<file path="config.mk">
export PLATFORM = sky130hd
export DESIGN_NAME = systolic_feed_ctrl
export DESIGN_NICKNAME = d
export VERILOG_FILES = /design/src/rtl/systolic_pkg.sv /design/src/rtl/feed_down_counter.sv /design/src/rtl/systolic_feed_ctrl.sv
export SDC_FILE = /design/constraint.sdc
export NUM_CORES = 1
export LEC_CHECK = 0
export CAP_MARGIN = 10
export CELL_PAD_IN_SITES_DETAIL_PLACEMENT = 1
export CELL_PAD_IN_SITES_GLOBAL_PLACEMENT = 2
export CORE_UTILIZATION = 37
export CTS_BUF_LIST = sky130_fd_sc_hd__clkbuf_2
export DETAILED_ROUTE_END_ITERATION = 8
export PLACE_DENSITY_LB_ADDON = 0.1
export SLEW_MARGIN = 20
export SYNTH_ARGS = -nofsm -noshare
export SYNTH_HDL_FRONTEND = slang
export SYNTH_SLANG_ARGS = --single-unit
export TNS_END_PERCENT = 1
</file>
<file path="constraint.sdc">
create_clock -name clk -period 6.32 [get_ports clk]
set_clock_uncertainty 0.15 [all_clocks]
set_input_delay 1.264 -clock clk [delete_from_list [all_inputs] [get_ports clk]]
set_output_delay 1.264 -clock clk [all_outputs]
set_load 0.01 [all_outputs]
</file>
<file path="src/rtl/systolic_pkg.sv">
// Shared types and sizing helpers for the systolic operand feed sequencer.
// Default array geometry lives here so the controller and its bench agree.
package systolic_pkg;

  typedef enum logic [2:0] {IDLE, CLEAR, FEED, DRAIN, DONE} feed_state_t;

  localparam int DEF_DIM       = 32;
  localparam int DEF_ARRAY_LAT = 32;

  function automatic int dim_width(input int dim);
    return $clog2(dim) + 1;
  endfunction

  function automatic int idx_width(input int dim);
    return $clog2(2 * dim - 1);
  endfunction

  // Counters must reach 2*DIM+ARRAY_LAT, hence the +1 before the log.
  function automatic int cnt_width(input int dim, input int lat);
    return $clog2(2 * dim + lat + 1);
  endfunction

  localparam int DEF_IDX_W = idx_width(DEF_DIM);
  localparam int DEF_CNT_W = cnt_width(DEF_DIM, DEF_ARRAY_LAT);

  // Cycles from the start pulse to the done pulse when the array never stalls.
  function automatic int nostall_latency(input int m, input int n, input int k, input int lat);
    return 1 + (m + n - 1) + (k + lat) + 1;
  endfunction

endpackage

</file>
<file path="src/rtl/feed_down_counter.sv">
// Loadable down counter with enable; o_tc flags when the count equals TC_VALUE.
// Counting stops at zero so a late enable can never wrap the value.
module feed_down_counter #(
  parameter int W        = 8,
  parameter int TC_VALUE = 0
) (
  input  logic         clk,
  input  logic         rst,
  input  logic         i_load,
  input  logic [W-1:0] i_loadVal,
  input  logic         i_en,
  output logic         o_tc
);

  logic [W-1:0] r_count;

  always_ff @(posedge clk) begin
    if (rst) begin
      r_count <= '0;
    end else if (i_load) begin
      r_count <= i_loadVal;
    end else if (i_en && (r_count != '0)) begin
      r_count <= r_count - W'(1);
    end
  end

  assign o_tc = (r_count == W'(TC_VALUE));

endmodule

</file>
<file path="src/rtl/systolic_feed_ctrl.sv">
// Streams skewed matrix-A wavefront columns into the systolic array, then drains it.
// Optional macro FEED_PERF_CNT_EN adds stall_cycles / run_cycles performance counters.
module systolic_feed_ctrl
  import systolic_pkg::*;
#(
  parameter int DIM       = DEF_DIM,
  parameter int ARRAY_LAT = DEF_ARRAY_LAT,
  parameter int IDXW      = $clog2(2 * DIM - 1)
) (
  input  logic                  clk,
  input  logic                  rst,
  input  logic                  start,
  input  logic [$clog2(DIM):0]  m,
  input  logic [$clog2(DIM):0]  n,
  input  logic [$clog2(DIM):0]  k,
  input  logic                  array_ready,
  output logic                  busy,
  output logic                  feed_valid,
  output logic [IDXW-1:0]       col_idx,
  output logic                  acc_clear,
  output logic                  result_valid,
  output logic                  done,
  output logic                  err
`ifdef FEED_PERF_CNT_EN
  ,
  output logic [31:0]           stall_cycles,
  output logic [31:0]           run_cycles
`endif
);

  localparam int DW = dim_width(DIM);
  localparam int CW = cnt_width(DIM, ARRAY_LAT);

  feed_state_t r_state, w_nextState;

  logic [DW-1:0]   r_m, r_n, r_k;
  logic            r_err;
  logic [IDXW-1:0] r_colIdx;

  logic            w_dimsOk, w_accept;
  logic            w_beat, w_beatLast, w_beatLoad;
  logic            w_drainLoad, w_drainEn, w_drainZero;
  logic [DW:0]     w_mnMinus1;
  logic [CW-1:0]   w_beatInit, w_drainInit;

  assign w_dimsOk = (m != '0) && (m <= DW'(DIM)) &&
                    (n != '0) && (n <= DW'(DIM)) &&
                    (k != '0) && (k <= DW'(DIM));
  assign w_accept = (r_state == IDLE) && start && w_dimsOk;

  // One extra bit keeps m+n-1 exact before it is widened into the counter.
  assign w_mnMinus1  = {1'b0, r_m} + {1'b0, r_n} - (DW + 1)'(1);
  assign w_beatInit  = CW'(w_mnMinus1);
  assign w_drainInit = CW'(r_k) + CW'(ARRAY_LAT - 1);

  always_ff @(posedge clk) begin
    if (rst) begin
      r_state <= IDLE;
    end else begin
      r_state <= w_nextState;
    end
  end

  always_comb begin
    w_nextState  = r_state;
    busy         = 1'b1;
    feed_valid   = 1'b0;
    acc_clear    = 1'b0;
    result_valid = 1'b0;
    done         = 1'b0;
    w_beat       = 1'b0;
    w_beatLoad   = 1'b0;
    w_drainLoad  = 1'b0;
    w_drainEn    = 1'b0;
    case (r_state)
      IDLE: begin
        busy = 1'b0;
        if (w_accept) w_nextState = CLEAR;
      end
      CLEAR: begin
        acc_clear   = 1'b1;
        w_beatLoad  = 1'b1;
        w_nextState = FEED;
      end
      FEED: begin
        feed_valid = 1'b1;
        w_beat     = array_ready;
        if (array_ready && w_beatLast) begin
          w_drainLoad = 1'b1;
          w_nextState = DRAIN;
        end
      end
      DRAIN: begin
        w_drainEn = 1'b1;
        if (w_drainZero) w_nextState = DONE;
      end
      DONE: begin
        result_valid = 1'b1;
        done         = 1'b1;
        w_nextState  = IDLE;
      end
      default: w_nextState = IDLE;
    endcase
  end

  always_ff @(posedge clk) begin
    if (rst) begin
      r_m   <= '0;
      r_n   <= '0;
      r_k   <= '0;
      r_err <= 1'b0;
    end else if ((r_state == IDLE) && start) begin
      r_err <= !w_dimsOk;
      if (w_dimsOk) begin
        r_m <= m;
        r_n <= n;
        r_k <= k;
      end
    end
  end

  // The final beat leaves col_idx untouched so m+n-1 = 2*DIM-1 cannot wrap below 0.
  always_ff @(posedge clk) begin
    if (rst) begin
      r_colIdx <= '0;
    end else if (w_beatLoad) begin
      r_colIdx <= IDXW'(2 * DIM - 2);
    end else if (w_beat && !w_beatLast) begin
      r_colIdx <= r_colIdx - IDXW'(1);
    end
  end

  feed_down_counter #(.W(CW), .TC_VALUE(1)) u_beatCnt (
    .clk       (clk),
    .rst       (rst),
    .i_load    (w_beatLoad),
    .i_loadVal (w_beatInit),
    .i_en      (w_beat),
    .o_tc      (w_beatLast)
  );

  feed_down_counter #(.W(CW), .TC_VALUE(0)) u_drainCnt (
    .clk       (clk),
    .rst       (rst),
    .i_load    (w_drainLoad),
    .i_loadVal (w_drainInit),
    .i_en      (w_drainEn),
    .o_tc      (w_drainZero)
  );

  assign col_idx = r_colIdx;
  assign err     = r_err;

`ifdef FEED_PERF_CNT_EN
  logic [31:0] r_stallCycles, r_runCycles;

  always_ff @(posedge clk) begin
    if (rst || w_accept) begin
      r_stallCycles <= '0;
      r_runCycles   <= '0;
    end else begin
      if (busy && (r_runCycles != '1)) r_runCycles <= r_runCycles + 32'd1;
      if ((r_state == FEED) && !array_ready && (r_stallCycles != '1))
        r_stallCycles <= r_stallCycles + 32'd1;
    end
  end

  assign stall_cycles = r_stallCycles;
  assign run_cycles   = r_runCycles;
`endif

endmodule
</file>
# Word level (Yosys, flattened, before mapping)
# Cells that the tools add are included.
dict set report totals {
  regBits 42
  input_bits 22
  output_inout_bits 12
  word_cells 70
}
dict set report op_classes {
  addsub 6
  magnitude_cmp 3
  eq_ne 8
  muxes 18
  n_reduce_logical 26
}
# op n
set ops {}
lappend ops {{two-way mux 7 bit} 4}
lappend ops {{subtractor 7 x 1 -> 7 bit (second input constant)} 3}
lappend ops {{<= comparator 6 bit (second input constant)} 3}
lappend ops {{nonzero test 6 bit} 3}
lappend ops {{nonzero test 7 bit} 2}
lappend ops {{two-way mux 6 bit} 2}
lappend ops {{case mux 3 bit (4 select lines)} 1}
lappend ops {{logical AND 1 bit} 11}
lappend ops {{two-way mux 3 bit} 3}
lappend ops {{two-way mux 1 bit} 8}
lappend ops {{adder 6 x 5 -> 7 bit (second input constant)} 1}
lappend ops {{adder 6 x 6 -> 7 bit} 1}
lappend ops {{equality test 7 x 1 -> 1 bit (second input constant)} 1}
lappend ops {{zero test 7 bit} 1}
lappend ops {{equality test 3 x 2 -> 1 bit (second input constant)} 2}
lappend ops {{nonzero test 2 bit} 3}
lappend ops {{subtractor 6 x 1 -> 6 bit (second input constant)} 1}
lappend ops {{!= test 2 bit (second input constant)} 2}
lappend ops {{equality test 3 x 1 -> 1 bit (second input constant)} 1}
lappend ops {{equality test 3 bit (second input constant)} 1}
lappend ops {{zero test 3 bit} 1}
lappend ops {{AND reduction 3 bit} 1}
lappend ops {{zero test 1 bit} 2}
lappend ops {{!= test 2 x 1 -> 1 bit (second input constant)} 1}
lappend ops {{2 further kinds} 2}

# Depth between registers and ports, before layout
dict set report logic_depth {
  depth_word 9
  mapped_depth 10
  ltp_nobuf 10
}

# Cells and area by module
# Synthesis repeated with hierarchy kept, for this count alone.
dict set report unflattened {
  hier_cells 318
  area_unflattened_um2 2717.6
}
# module instances cells_per_inst area_each_um2 seq_area_each_um2
set by_module_without_submodules {}
lappend by_module_without_submodules {systolic_feed_ctrl 1 212 1816.7 560.5}
lappend by_module_without_submodules {{feed_down_counter at u_beatCnt} 1 58 481.7 140.1}
lappend by_module_without_submodules {{feed_down_counter at u_drainCnt} 1 48 419.2 140.1}

# Worst setup path before layout
# No wires, ideal clock.
dict set report synth_timing {
  kind {input to register}
  startpoint {input port m[0]}
  endpoint {register r_k[5]}
  setup_ns 0.072
  arrival_time_ns 2.694
  setup_slack_ns 3.404
  path_stages 7
  cell_sequence {or4_1 nor2_1 xnor2_1 and4_4 buf_12 buf_12 mux2i_1}
}
dict set report synth_via {
  elab_chain_cells 7
}
# element line_no
set synth_rtl {}
lappend synth_rtl {{start: declaration} systolic_feed_ctrl.sv:13} ;# input logic [$clog2(DIM):0] m,
lappend synth_rtl {{<= comparator 6 bit / nonzero test 6 bit (equally long branches)} systolic_feed_ctrl.sv:46} ;# assign w_dimsOk = (m != '0) && (m <= DW'(DIM)) &&
lappend synth_rtl {{logical AND 1 bit (*) (2 in a row)} systolic_feed_ctrl.sv:46}
lappend synth_rtl {{logical AND 1 bit (*) (2 in a row)} systolic_feed_ctrl.sv:47} ;# (n != '0) && (n <= DW'(DIM)) &&
lappend synth_rtl {{logical AND 1 bit (*)} systolic_feed_ctrl.sv:48} ;# (k != '0) && (k <= DW'(DIM));
lappend synth_rtl {{AND reduction 2 bit (no source line) (*)} n/a}
lappend synth_rtl {{end signal: assignment} systolic_feed_ctrl.sv:117} ;# r_k <= k;
lappend synth_rtl {{end: declaration} systolic_feed_ctrl.sv:36} ;# logic [DW-1:0] r_m, r_n, r_k;
# Mark *: on every way between the ends. The rest lies on a longest branch, timed or not.
# A chain may end at the register's enable or synchronous reset.

# Worst setup path in the final report
dict set report layout_timing {
  startpoint {register r_state[0]}
  endpoint {output port acc_clear}
}
dict set report layout_via {
  elab_chain_cells 2
}
# element line_no
set layout_rtl {}
lappend layout_rtl {{start: declaration} systolic_feed_ctrl.sv:34} ;# feed_state_t r_state, w_nextState;
lappend layout_rtl {{start signal: assignment} systolic_feed_ctrl.sv:60} ;# r_state <= w_nextState;
lappend layout_rtl {{equality test 3 x 1 -> 1 bit} systolic_feed_ctrl.sv:75} ;# case (r_state)
lappend layout_rtl {{two-way mux 1 bit} systolic_feed_ctrl.sv:75}
lappend layout_rtl {{end: declaration} systolic_feed_ctrl.sv:20} ;# output logic acc_clear,
# Every way passes these cells.

==> metrics.md <==
| Metric | Value |
|---|---|
| Clock tree buffer depth | `2` |
| Clock transition at path regs | `around 0.21 ns` |
| Residual overflow from global routing | `0` |
| Core area | `6790 um^2` |
| Max-capacitance violation count | `0` |
| Share of flip-flops with an asynchronous set or reset | `0` |
| P per Cell Area | `159 nW/um^2` |
| Inserted Diodes | `0` |
| Row count | `30` |
| HP Class | `flop to flop` |
| Share of cells above drive strength 1 | `0.0509` |
| Number of buffers and inverters on the critical path | `2` |
| DRT Wirelength | `5650 um` |
| Count of cells resized by post-cts repair | `0` |
| Starting density of the core | `0.382` |
| Via-to-Cell Ratio | `4.88` |
| Number of top-level pins | `34` |
| Vias in the first global route | `around 2,100` |
| Headroom to the max-slew limit | `0.571` |
| # fillers | `slightly above 800` |
| Wire length of the first global-routing pass | `9640 um` |
| Transition time at the pin with the least slew margin | `~0.64 ns` |
| Final setup violation count | `0` |
| Post-synthesis average cell area | `8.48 um^2` |
| Hold WS | `approximately 0.34 ns` |
| Largest fanout on the critical path | `13` |
| Outcome | `finished clean` |
| Number of buffers inserted by hold repair at cts | `0` |
| Worst stage delay on the critical path | `0.62 ns` |
| Post-synthesis instance area | `roughly 2600 um^2` |
| Flip-flop and latch count after synthesis | `42` |
| CP cell instances | `nand2_1 -> inv_1 -> clkdlybuf4s50_1` |
| Largest net degree at the start of global routing | `61` |
| Horizontal die dimension | `roughly 86 um` |
| Overall fraction of global-route tracks in use | `0.166` |
| Clock Sink Count | `42` |
| Dpl ws | `2.84 ns` |
| Highest-count cells in the layout ignoring fill and taps | `42 x dfxtp_1, 34 x nand2b_1, 33 x inv_1, 33 x clkdlybuf4s50_1, 25 x nor2_1` |
| Number of setup buffers added after CTS | `0` |
| Remaining antenna violation count | `0` |
| CTS H-tree depth | `2` |
| Fin Setup TNS | `0 ns` |
| Height of the die | `85.7 um` |
| Post-synth net total | `346` |
| PnR worst setup slack | `between 2 and 3 ns` |
| Insertion delay to the later sink of the worst-skew pair | `0.42 ns` |
| Gate count after technology mapping | `306` |
| Number of synthesized flops with an enable pin | `0` |
| Initial antenna violation count | `0` |
| Root buffer cell | `clkbuf_2` |
| Final period util | `0.594` |
| RSZ-0062 raised after global routing | `false` |
| Worst setup SP type | `flop` |
| Post-layout min period | `around 3.8 ns` |
| VDD IR max | `between 0.00007 and 0.00008 V` |
| Cell leakage power | `approximately 1.1 nW` |
| YS warnings | `0` |
| Ys flop type | `dfxtp_1` |
| Startpoint-to-endpoint class of the critical path | `flop to output pin` |
| Slowest-stage cell, CP | `clkdlybuf4s50_1` |
| Post-layout net count | `373` |
| # port buffers | `33` |
| Routed wire length per instance | `13.1 um` |
| Weighted congestion at the end of routability-driven global placement | `approximately 0.7` |
| Clock tree from TritonCTS | `done` |
| Detailed placement HPWL | `approximately 4100 um` |
| Data arrival time of the critical path | `2.34 ns` |
| Number of iterations in the first detailed-routing pass | `4` |
| Total clock buffers created by CTS | `5` |
| Count of final max-slew check failures | `0` |
| Crit end category | `output pin` |
| Total Die Area | `7350 um^2` |
| Count of unique library cells instantiated by Yosys | `47` |
| Largest delay share family, worst path | `buffers and inverters` |
| Commonest non-fill, non-tap cell in the layout | `dfxtp_1` |
| Multi-input gate area in the final layout | `1540 um^2` |
| Number of vias after detailed routing | `about 2,100` |
| Required time of the worst setup path | `4.91 ns` |
| Register area | `841 um^2` |
| Share of the yosys chip area belonging to registers | `0.324` |
| Signed area change from the synthesized netlist to the final layout | `15.7%` |
| Fmax | `around 270 MHz` |
| Number of DRC markers after the initial detailed-route iteration | `about 50` |
| Number of hold violations in the final report | `0` |
| Count of unresolved DRC violations after routing | `0` |
[state kept, by name, summed over array words and instances (netlist names)]
register,flops
col_idx,6
err,1
r_k,6
r_m,6
r_n,6
r_state,3
u_beatCnt.r_count,7
u_drainCnt.r_count,7
[synth_stat cells, types with 6 or more instances]
master | count | area (um^2)
dfxtp_1 | 42 | 841
nand2b_1 | 34 | 213
inv_1 | 33 | 124
nor2_1 | 25 | 93.8
a21oi_1 | 18 | 90.1
mux2i_1 | 18 | 180
ha_1 | 17 | 213
nor3_1 | 12 | 60.1
clkbuf_1 | 11 | 41.3
a211oi_1 | 9 | 67.6
nand2_1 | 9 | 33.8
nand3_1 | 9 | 45.0
xnor2_1 | 9 | 78.8
xor2_1 | 6 | 52.6
[worst reg2reg max path, cell delays in order, from the launching register on]
cell and delay, ns:
dfxtp_1 0.40, nor3_1 0.53, nand4_1 0.56, and2_1 0.36
a21oi_1 0.15, nor2_1 0.05
[routing by layer]
metal	up-vias	share of wire	track usage
met3	7	0.027	0.0375
met1	966	0.51	0.219
met4	0	0.013	0.0500
li1	1091	-	-
met2	35	0.45	0.271
met5	-	0	0
[where the power goes]
group | switching [mW] | internal (mW)
clock | 0.0909 | 0.0272
sequential | 0.00581 | 0.272
combinational | 0.0386 | 0.0426
[logic make-up (layout without fill, tap and decap cells)]
group	after synthesis	in the layout	synth area share
flops	42	42	0.324
buf+inv	47	75	0.0820
mux	20	20	0.0781
fa+ha+maj	18	18	0.0897
simple gates	117	117	0.258
xor+xnor	15	15	0.0507
compound gates	47	47	0.117
[path summary, 6_finish.rpt]
kind	slack (ns)	endpoint	cells past startpoint	from
setup / recovery	2.57	acc_clear	3	r_state[0]
hold / removal	0.34	r_n[0]	2	r_n[0]
setup reg to reg	4.01	u_drainCnt.r_count[1]	5	u_beatCnt.r_count[2]
hold reg to reg	0.34	r_n[0]	2	r_n[0]
[stage by stage]
stage               area, um^2  std cells   util  power [mW]
global placement          2960        422  0.436       0.364
finish                    3000        430  0.442       0.477
CTS                       3000        430  0.442       0.488
global route              3000        430  0.442       0.509
detailed placement        2960        422  0.436       0.365
floorplan                 2590        306      -       0.334
[cell type report]
class	count	share of cell area
sequential	42	0.280
clock buffer	6	0.0100
tap	96	0.0400
clock inverter	2	0.00292
timing repair buffer	34	0.113
inverter	33	0.0413
multi-input combinational	217	0.513
No activity file was read; power rests on OpenSTA's default activity.
